`src/rtl/cic_comp_fir.sv`:
```
// ---------------------------------------------------------------------------
// cic_comp_fir
//
// Droop-compensation FIR for the output of a 3-stage, R=32 CIC decimator.
// It runs at the decimated sample rate with the 5-tap symmetric kernel
// h = {1, -6, 26, -6, 1}. The kernel has a DC gain of 16, and an arithmetic
// shift right by SHIFT restores unity gain.
//
// A new sample arrives at most once every 32 clocks. The filter therefore
// uses a single multiply-accumulate and reuses it over five consecutive
// clocks, one tap per clock. A small FSM (IDLE -> MAC -> OUT) sequences this.
//
// Ports
//   clk      : system clock, the same clock as the CIC integrators
//   reset    : asynchronous, active-high; clears all state
//   x_in     : signed W_IN-bit sample from the CIC, taken when x_valid=1
//   x_valid  : one-cycle sample strobe
//   y_out    : signed W_OUT-bit result, rounded and saturated, held between strobes
//   y_valid  : one-cycle strobe, high in the cycle where y_out is new
//   busy     : high while a MAC sequence runs (MAC and OUT states)
//   overrun  : sticky; set when a strobe arrives while busy, cleared by reset
//
// Timing: a strobe on edge k is accumulated on edges k+1..k+5, and y_out
// updates on edge k+6. A strobe that arrives while busy is dropped.
// ---------------------------------------------------------------------------
module cic_comp_fir #(
  parameter int W_IN  = 10,
  parameter int W_OUT = 10,
  parameter int SHIFT = 4,
  parameter int W_ACC = 18
) (
  input  logic                    clk,
  input  logic                    reset,
  input  logic signed [W_IN-1:0]  x_in,
  input  logic                    x_valid,
  output logic signed [W_OUT-1:0] y_out,
  output logic                    y_valid,
  output logic                    busy,
  output logic                    overrun
);

  localparam int W_COEF = 6;
  localparam int W_PROD = W_IN + W_COEF;
  localparam int NTAPS  = 5;

  // Rounding offset and saturation bounds, one bit wider than the
  // accumulator so that adding the offset can never wrap.
  localparam logic signed [W_ACC:0] HALF = (W_ACC+1)'(2 ** (SHIFT - 1));
  localparam logic signed [W_ACC:0] MAXV = (W_ACC+1)'(2 ** (W_OUT - 1) - 1);
  localparam logic signed [W_ACC:0] MINV = (W_ACC+1)'(-(2 ** (W_OUT - 1)));

  typedef enum logic [1:0] {
    IDLE = 2'd0,
    MAC  = 2'd1,
    OUT  = 2'd2
  } state_t;

  // Coefficient for each tap. The kernel is symmetric, so the order in which
  // the delay line is walked does not change the result.
  function automatic logic signed [W_COEF-1:0] coef(input logic [2:0] idx);
    case (idx)
      3'd0, 3'd4: coef = 6'sd1;
      3'd1, 3'd3: coef = -6'sd6;
      3'd2:       coef = 6'sd26;
      default:    coef = 6'sd0;
    endcase
  endfunction

  // Round half toward +inf, i.e. (a + 2^(SHIFT-1)) >>> SHIFT, then clamp to
  // the signed W_OUT range.
  function automatic logic signed [W_OUT-1:0] sat_round(input logic signed [W_ACC-1:0] a);
    logic signed [W_ACC:0] t;
    t = (W_ACC+1)'(a) + HALF;
    t = t >>> SHIFT;
    if (t > MAXV) begin
      sat_round = MAXV[W_OUT-1:0];
    end else if (t < MINV) begin
      sat_round = MINV[W_OUT-1:0];
    end else begin
      sat_round = t[W_OUT-1:0];
    end
  endfunction

  state_t                    state_q, state_d;
  logic signed [W_IN-1:0]    dly_q [NTAPS];
  logic signed [W_IN-1:0]    dly_d [NTAPS];
  logic signed [W_ACC-1:0]   acc_q, acc_d;
  logic [2:0]                idx_q, idx_d;
  logic signed [W_OUT-1:0]   y_q, y_d;
  logic                      yv_q, yv_d;
  logic                      ovr_q, ovr_d;

  logic signed [W_IN-1:0]    tap;
  logic signed [W_PROD-1:0]  prod;

  // Tap select and exact product for the current MAC step. Both operands
  // are widened to the full product width, so the multiply cannot overflow.
  always_comb begin
    tap = '0;
    case (idx_q)
      3'd0:    tap = dly_q[0];
      3'd1:    tap = dly_q[1];
      3'd2:    tap = dly_q[2];
      3'd3:    tap = dly_q[3];
      3'd4:    tap = dly_q[4];
      default: tap = '0;
    endcase
    prod = W_PROD'(coef(idx_q)) * W_PROD'(tap);
  end

  // Next-state logic for the sequencer and the datapath registers.
  always_comb begin
    state_d = state_q;
    dly_d   = dly_q;
    acc_d   = acc_q;
    idx_d   = idx_q;
    y_d     = y_q;
    yv_d    = 1'b0;
    ovr_d   = ovr_q;

    case (state_q)
      IDLE: begin
        if (x_valid) begin
          dly_d[0] = x_in;
          for (int i = 1; i < NTAPS; i++) begin
            dly_d[i] = dly_q[i-1];
          end
          acc_d   = '0;
          idx_d   = '0;
          state_d = MAC;
        end
      end
      MAC: begin
        acc_d = acc_q + W_ACC'(prod);
        if (idx_q == 3'(NTAPS - 1)) begin
          state_d = OUT;
        end else begin
          idx_d = idx_q + 3'd1;
        end
      end
      OUT: begin
        y_d     = sat_round(acc_q);
        yv_d    = 1'b1;
        state_d = IDLE;
      end
      default: begin
        state_d = IDLE;
      end
    endcase

    // A strobe that arrives mid-sequence is lost. Record the event so that
    // software can detect the upstream rate violation.
    if (x_valid && (state_q != IDLE)) begin
      ovr_d = 1'b1;
    end
  end

  // State registers.
  always_ff @(posedge clk or posedge reset) begin
    if (reset) begin
      state_q <= IDLE;
      for (int i = 0; i < NTAPS; i++) begin
        dly_q[i] <= '0;
      end
      acc_q <= '0;
      idx_q <= '0;
      y_q   <= '0;
      yv_q  <= 1'b0;
      ovr_q <= 1'b0;
    end else begin
      state_q <= state_d;
      for (int i = 0; i < NTAPS; i++) begin
        dly_q[i] <= dly_d[i];
      end
      acc_q <= acc_d;
      idx_q <= idx_d;
      y_q   <= y_d;
      yv_q  <= yv_d;
      ovr_q <= ovr_d;
    end
  end

  assign y_out   = y_q;
  assign y_valid = yv_q;
  assign busy    = (state_q != IDLE);
  assign overrun = ovr_q;

endmodule

```
`config.mk`:
```
export PLATFORM = sky130hd
export DESIGN_NAME = cic_comp_fir
export DESIGN_NICKNAME = d
export VERILOG_FILES = /design/src/rtl/cic_comp_fir.sv
export SDC_FILE = /design/constraint.sdc
export NUM_CORES = 1
export LEC_CHECK = 0
export CORE_ASPECT_RATIO = 2
export CORE_MARGIN = 8
export CORE_UTILIZATION = 67
export CTS_BUF_LIST = sky130_fd_sc_hd__clkbuf_4 sky130_fd_sc_hd__clkbuf_8
export CTS_CLUSTER_DIAMETER = 40
export DETAILED_ROUTE_END_ITERATION = 12
export DONT_BUFFER_PORTS = 1
export PLACE_DENSITY_LB_ADDON = 0.1
export SYNTH_ARGS = -nofsm -noshare
export SYNTH_HDL_FRONTEND = slang
export SYNTH_SLANG_ARGS = --single-unit
```
`constraint.sdc`:
```
create_clock -name clk -period 6.7 [get_ports clk]
set_input_delay 1.34 -clock clk [delete_from_list [all_inputs] [get_ports clk]]
set_output_delay 1.34 -clock clk [all_outputs]
set_load 0.05 [all_outputs]
```
## After elaboration in Yosys (flattened, before gate mapping)

Index checks and enable logic that the tools add are counted.

| storage, ports and cells | value |
|---|---|
| flip-flop bits (word level) | 85 |
| bits of input ports | 13 |

| cells by class | value |
|---|---|
| add/sub/neg operators | 3 |
| $mul | 1 |
| $lt $le $gt $ge | 2 |
| eq/ne operators | 9 |
| mux-type cells | 13 |
| reductions and logical operators | 11 |

Operators by type and width:

| cell | number |
|---|---|
| 10-bit case mux with 5 select lines | 1 |
| 18-bit case mux with 2 select lines | 1 |
| 10-bit 2-to-1 mux | 2 |
| 18-bit by 5-bit adder with 19-bit output, second input constant | 1 |
| 18-bit by 16-bit adder with 18-bit output | 1 |
| 18-bit 2-to-1 mux | 1 |
| 6-bit case mux with 3 select lines | 1 |
| 6-bit by 10-bit multiplier with 16-bit output | 1 |
| 15-bit by 10-bit > comparator with 1-bit output, second input constant | 1 |
| 15-bit by 10-bit < comparator with 1-bit output, second input constant | 1 |
| 3-bit by 2-bit == test with 1-bit output, second input constant | 2 |
| 3-bit 2-to-1 mux | 2 |
| 2-bit != test, second input constant | 3 |
| 3-bit case mux with 2 select lines | 1 |
| 2-bit AND reduction | 3 |
| 2-bit 2-to-1 mux | 2 |
| 2-bit case mux with 2 select lines | 1 |
| 2-bit nonzero test | 2 |
| 2-bit OR reduction | 2 |
| 3-bit by 1-bit adder with 3-bit output, second input constant | 1 |
| 3-bit by 1-bit == test with 1-bit output, second input constant | 1 |
| 3-bit == test, second input constant | 1 |
| 3-bit logical NOT | 1 |
| 3-bit AND reduction | 1 |
| 5 further kinds | 5 |

## Logic depth before layout (Yosys ltp)

Gate-level depths: netlist (run 1).

| logic depth | value |
|---|---|
| word-level depth | 6 |
| gate-level depth with buffers | 22 |
| mapped depth without buffers | 22 |

## Least setup slack after synthesis (run 1)

No wires, ideal clock.

| timing | value |
|---|---|
| path type | reg-to-reg |
| start point | register idx_q[2] |
| end point | register acc_q[10] |
| setup time | 0.122 ns |
| arrival time | 5.783 ns |
| data required time | 6.578 ns |
| slack | 0.796 ns |
| stages on the path, launching flop included | 23 |
| buffers on the path | 1 |
| cell sequence | dfrtp_1 > clkbuf_1 > inv_1 > ha_1 > nor2_2 > inv_1 > nor2_1 > a21oi_1 > fa_1 > inv_1 > fa_1 > inv_1 > fa_1 > inv_1 > fa_1 > inv_1 > ha_1 > o21a_1 > o31a_1 > o211a_1 > o21a_1 > or3_1 > a32o_1 |

| on the way | value |
|---|---|
| word-level cells in the longest chain between the ends | 6 |
| elaborated cells between the ends (all ways) | 12 |
| those cells by class | 1 x add/sub; 1 x mul; 4 x eq/ne; 3 x mux; 3 x reduce/logical |

RTL lines:

| item | RTL line | RTL |
|---|---|---|
| start, declared | 88 | `logic [2:0] idx_q, idx_d;` |
| start signal, assigned | 176 | `idx_q <= idx_d;` |
| 3-bit by 1-bit == test with 1-bit output (tied with other cells) | 61, 100 |  |
| 2-bit OR reduction | 61 | `case (idx)` |
| 6-bit case mux with 3 select lines | 61 |  |
| 6-bit by 10-bit multiplier with 16-bit output * | 108 | `prod = W_PROD'(coef(idx_q)) * W_PROD'(tap);` |
| 18-bit by 16-bit adder with 18-bit output * | 134 | `acc_d = acc_q + W_ACC'(prod);` |
| 18-bit case mux with 2 select lines * | 121 | `case (state_q)` |
| end signal, assigned | 165 | `acc_q <= '0;` |
| end signal, assigned | 175 | `acc_q <= acc_d;` |
| end, declared | 87 | `logic signed [W_ACC-1:0] acc_q, acc_d;` |

Mark *: on every way between the ends. The rest lies on a longest branch, timed or not.
A chain may end at the register's enable or synchronous reset.

## Worst setup path in the final report (run 1)

| timing | value |
|---|---|
| start point | register idx_q[2] |
| end point | register acc_q[13] |

Same word-level chain as after synthesis.

==> out/qor.yml, run 1 <==
skew_ns: 0.01643
cts_setup_buffers: 0
wire_per_inst_um: 16.98
dpl_cell_area_mm2: 0.006541
clockRootBuffer: "clkbuf_8"
place_congestion: 0.8847
wl_met1_um: 4568
core.rowCount: 50
async_flop_share_pct: 100.0
die_h_um: 154.8
synth_top_area_cell: "dfrtp_1"
grt_start_max_net_pins: 86
path_clk_slew_ns: 0.09
design_area_mm2: 0.006741
nets: 729
cts_tree: "done"
tightestPinTransition_ns: 1.265
port_buffers: 0
yosys_register_bits: 85
vias: 4360
min_period_ns: 6.411
synth-main-ff-cell: "dfrtp_1"
cts-hold-fix-buffers: 0
hpwl_um: 9710
cts_resized: 0
routed.top_layer: "met4"
antenna_found_initial: 0
status: "completed"
met3_length_um: 421
start_util_pct: 68.75
fp.dieW_um: 85.39
areaGrowthSynthToFinish_pct: 4.500
cp.arrival_ns: 6.65
grt-ovfl-total: 0
numCtsBuffers: 9
drv_slew: 0
firstDrtPassIters: 4
hold_viol: 0
setup_viol: 0
criticalPathCategory: "reg2reg"
final.setup.worst_slack_ns: 0.2889
die-area_mm2: 0.01322
synth.distinct_cells: 58
drv_cap: 0
clockBufferDepth: 2
fmax_mhz: 156.0
setup-tns-final_ns: 0
pre_cts_slack_ns: 0.3744
crit_path_max_fanout: 15
worst_ep_required_time_ns: 6.94
wl_met2_um: 6831
viasPerCell: 6.022
yosysSeqAreaShare_pct: 32.97
final_common_cell: "inv_1"
h-tree-depth: 3
design.core.area_mm2: 0.009384
grt_pass1_wl_um: 21070
syn_area_mm2: 0.006451
layout-drive-gt1-share_pct: 14.68
start_kind: "flop"
rsz0062_at_grt: "false"
synth_edf_count: 0
clock-sinks: 85
yosysTopAreaCellShare_pct: 32.97
min_period_over_period_pct: 95.69
diodes: 0
final_cell_mix: "inv_1, dfrtp_1, mux2_2"
relSlewSlack_pct: 15.51
track_usage_pct: 19.98
clkLatencyLatePin_ns: 0.37
drcViolationCount: 0
yosys-top-cells-area: "dfrtp_1, fa_1, ha_1"
finalWirelength_um: 12300
hp-class: "reg2reg"
avgSynthCellArea_um2: 10.42
syn_inst: 619
ant_nets: 0
synth_nets: 733
ys_warn_count: 0
drt_iter0_drc: 154
end_kind: "flop"
grt_pass1_vias: 4677
io_pins: 26
state kept, by name, indices dropped and copies added (netlist names):
register / count
y_out: 10
overrun: 1
idx_q: 3
dly_q: 50
y_valid: 1
state_q: 2
acc_q: 18
worst max-delay path, stage by stage, from the launching register on:
cell       delay (ns)
dfrtp_1          0.72
inv_1            0.13
ha_1             0.39
nor2_2           0.17
inv_1            0.12
nor2_1           0.45
a21oi_1          0.21
fa_1             0.54
fa_1             0.54
inv_1            0.05
fa_1             0.50
fa_1             0.54
inv_1            0.04
ha_1             0.36
a21o_1           0.25
a2111oi_0        0.51
o21ai_1          0.23
a31oi_1          0.26
xor2_1           0.18
o21ai_1          0.07
cell type report:
class / instances / area, um^2
timing repair buffer: 5 / 37.54
multi-input combinational: 424 / 3908
inverter: 90 / 339.1
clock buffer: 11 / 138.9
clock inverter: 5 / 61.31
sequential: 85 / 2127
tap: 104 / 130.1
fill: 678 / 2643
synth_stat cells, drive strengths merged, types with 3 or more instances:
library cell	n
clkbuf	12
a222oi	10
nor2b	5
nor2	28
xnor2	14
mux2	60
inv	90
o21ai	35
o21a	3
a31oi	6
nand3	9
nand2	42
a21oi	23
a22o	4
and3	3
nand4	9
nor3	6
a21o	5
and4	3
ha	55
fa	46
xor2	11
nand2b	3
mux2i	4
and2	12
buf	8
dfrtp	85
per-stage QoR:
step | hold slack, ns | util (%) | std cells
after global placement | 0.4839 | 69.71 | 708
after floorplan | 0.4710 | - | 619
after detailed placement | 0.4922 | 69.71 | 708
after global routing | 0.5340 | 71.84 | 724
after CTS | 0.5120 | 71.84 | 724
final | 0.5117 | 71.84 | 724
metal layers:
metal	GRT usage (%)	vias to the layer above
met5	0	-
met4	10.52	0
met3	3.769	39
met2	38.61	87
met1	18.96	2140
li1	-	2094
kinds of logic after synthesis:
| family | share of synthesized area (%) |
|---|---|
| xor gates and xnor gates | 3.394 |
| and+or+nand+nor | 9.736 |
| muxes | 11.09 |
| buffers and inverters | 6.575 |
| AOI/OAI and AO/OA | 11.29 |
| adders and majority gates | 24.94 |
| DFF | 32.97 |
worst paths after layout:
check,from,endpoint,slack [ns],cells past startpoint
worst max-delay path,idx_q[2]$_DFFE_PP0P_,acc_q[13]$_DFFE_PP0P_,0.29,19
worst min-delay path,dly_q[9]$_DFFE_PP0P_,dly_q[9]$_DFFE_PP0P_,0.51,1
worst max register to register,idx_q[2]$_DFFE_PP0P_,acc_q[13]$_DFFE_PP0P_,0.29,19
worst min register to register,dly_q[9]$_DFFE_PP0P_,dly_q[9]$_DFFE_PP0P_,0.51,1
max in group asynchronous,reset,dly_q[47]$_DFFE_PP0P_,4.85,2
min in group asynchronous,reset,acc_q[0]$_DFFE_PP0P_,1.18,2
Power of run 1 is not shown: default switching activity piles up to over one toggle a cycle in this logic, so the estimate is an artifact.
==> run 2, diff against run 1 <==
CORE_ASPECT_RATIO = unset   (was 2)
==> run 2 against run 1 <==
Compared with the run above: first-iteration DRC count grew 110%; final area rose by 0.20%; fmax increased by 2.3%; via count is essentially flat; sequential share of layout area fell by 0.064 points; clock skew grew 0.0030 ns; flip-flop and latch count stayed put; worst setup slack improved by 0.15 ns; non-clock buffer count unchanged; highest routed layer unchanged.
==> out/qor.yml, run 2 (synthesis gave the netlist of run 1 again) <==
drv_cap: 0
tightestPinTransition_ns: 1.222
critPathSlowestCell: "dfrtp_1"
final_cell_mix: "inv_1, dfrtp_1, mux2_2"
start_kind: "flop"
core.rowCount: 36
design.core.area_mm2: 0.009549
fin_hold_ws_ns: 0.5105
setup-tns-final_ns: 0
cp_top_family: "adder cells"
grt-ovfl-total: 0
cts-hold-fix-buffers: 0
drt_iter0_drc: 325
grt_start_max_net_pins: 86
numCtsBuffers: 9
crit_path_max_fanout: 15
clock-sinks: 85
min_period_ns: 6.265
path_clk_slew_ns: 0.09
final_common_cell: "inv_1"
wire_per_inst_um: 15.51
finalWirelength_um: 11680
port_buffers: 0
drv_slew: 0
io_pins: 26
relSlewSlack_pct: 18.36
hpwl_um: 9040
nets: 729
top_register: "dly_q"
criticalPathCategory: "reg2reg"
cts_resized: 0
drcViolationCount: 0
firstDrtPassIters: 5
fmax_mhz: 159.6
start_util_pct: 67.56
path_buf_inv: 6
clkLatencyLatePin_ns: 0.36
areaGrowthSynthToFinish_pct: 4.713
clockBufferDepth: 2
hold_viol: 0
place_congestion: 0.8579
cts_tree: "done"
rsz0062_at_grt: "false"
path_common_cell: "inv_1"
worst_ep_required_time_ns: 6.94
h-tree-depth: 3
grt_pass1_vias: 4487
cts_setup_buffers: 0
status: "completed"
vias: 4363
largest_register_ffs: 50
end_kind: "flop"
cp.arrival_ns: 6.50
layout-drive-gt1-share_pct: 14.68
die_h_um: 114.1
min_period_over_period_pct: 93.51
die-area_mm2: 0.01302
diodes: 0
viasPerCell: 5.794
clockRootBuffer: "clkbuf_8"
antenna_found_initial: 0
crit_path_max_incr_delay_ns: 0.71
hp-class: "reg2reg"
critical_path.cell_chain: "inv_1 -> ha_1 -> nor2_2 -> inv_1 -> nor2_1 -> a21oi_1 -> fa_1 -> inv_1 -> fa_1 -> inv_1 -> fa_1 -> inv_1 -> fa_1 -> inv_1 -> ha_1 -> o21a_1 -> o31a_1 -> o211a_1 -> o21a_1 -> or3_1 -> a32o_1"
ant_nets: 0
grt_pass1_wl_um: 20470
setup_viol: 0
fp.dieW_um: 114.1
track_usage_pct: 19.45
skew_ns: 0.01947
## run 2: cell count changes in the layout (fill, tap and decap cells not counted)
| cell | previous run | this run |
|---|---|---|
| clkinv_4 | 3 | 0 |
| inv_6 | 0 | 3 |
| clkinvlp_4 | 0 | 2 |
| bufinv_16 | 1 | 0 |
| clkbuf_4 | 2 | 1 |
## run 2: layout make-up
type | count | area, um^2
clock buffers | 10 | 131.4
clock inverters | 6 | 46.29
fillers | 702 | 2794
inverters | 90 | 339.1
multi-input cells | 424 | 3908
flip-flops and latches | 85 | 2127
well taps | 133 | 166.4
repair buffers | 5 | 37.54
## run 2: worst register-to-register path: stages, from the launching register on
cell and delay, ns:
dfrtp_1 0.71, inv_1 0.14, ha_1 0.38, nor2_2 0.18, inv_1 0.12, nor2_1 0.43
a21oi_1 0.20, fa_1 0.59, inv_1 0.06, fa_1 0.53, inv_1 0.06, fa_1 0.52
inv_1 0.05, fa_1 0.53, inv_1 0.04, ha_1 0.33, o21a_1 0.19, o31a_1 0.14
o211a_1 0.22, o21a_1 0.19, or3_1 0.30, a32o_1 0.24
## run 2: metal layers
metal / track usage, % / wire [um] / vias up
li1: - / - / 2109
met1: 23.86 / 5124 / 2131
met2: 34.27 / 5873 / 104
met3: 2.954 / 485 / 19
met4: 6.389 / 197 / 0
met5: 0 / 0 / -
## run 2: final timing paths
check / startpoint / endpoint / slack (ns) / depth (start not counted)
min reg2reg: dly_q[4]$_DFFE_PP0P_ / dly_q[4]$_DFFE_PP0P_ / 0.51 / 1
max reg2reg: idx_q[2]$_DFFE_PP0P_ / acc_q[10]$_DFFE_PP0P_ / 0.43 / 21
min: dly_q[4]$_DFFE_PP0P_ / dly_q[4]$_DFFE_PP0P_ / 0.51 / 1
max in group asynchronous: reset / y_out[7]$_DFFE_PP0P_ / 4.82 / 2
max: idx_q[2]$_DFFE_PP0P_ / acc_q[10]$_DFFE_PP0P_ / 0.43 / 21
min in group asynchronous: reset / acc_q[0]$_DFFE_PP0P_ / 1.15 / 2
## run 2: per-stage QoR
step	utilization [%]	setup WS [ns]	cells	cell area, um^2
after floorplan	-	0.7955	619	6451
after global placement	68.88	0.6710	737	6578
after detailed placement	68.88	0.4669	737	6578
after CTS	70.74	0.4367	753	6755
after global routing	70.74	0.08747	753	6755
final	70.74	0.4349	753	6755
Power of run 2 is left out for the same reason.
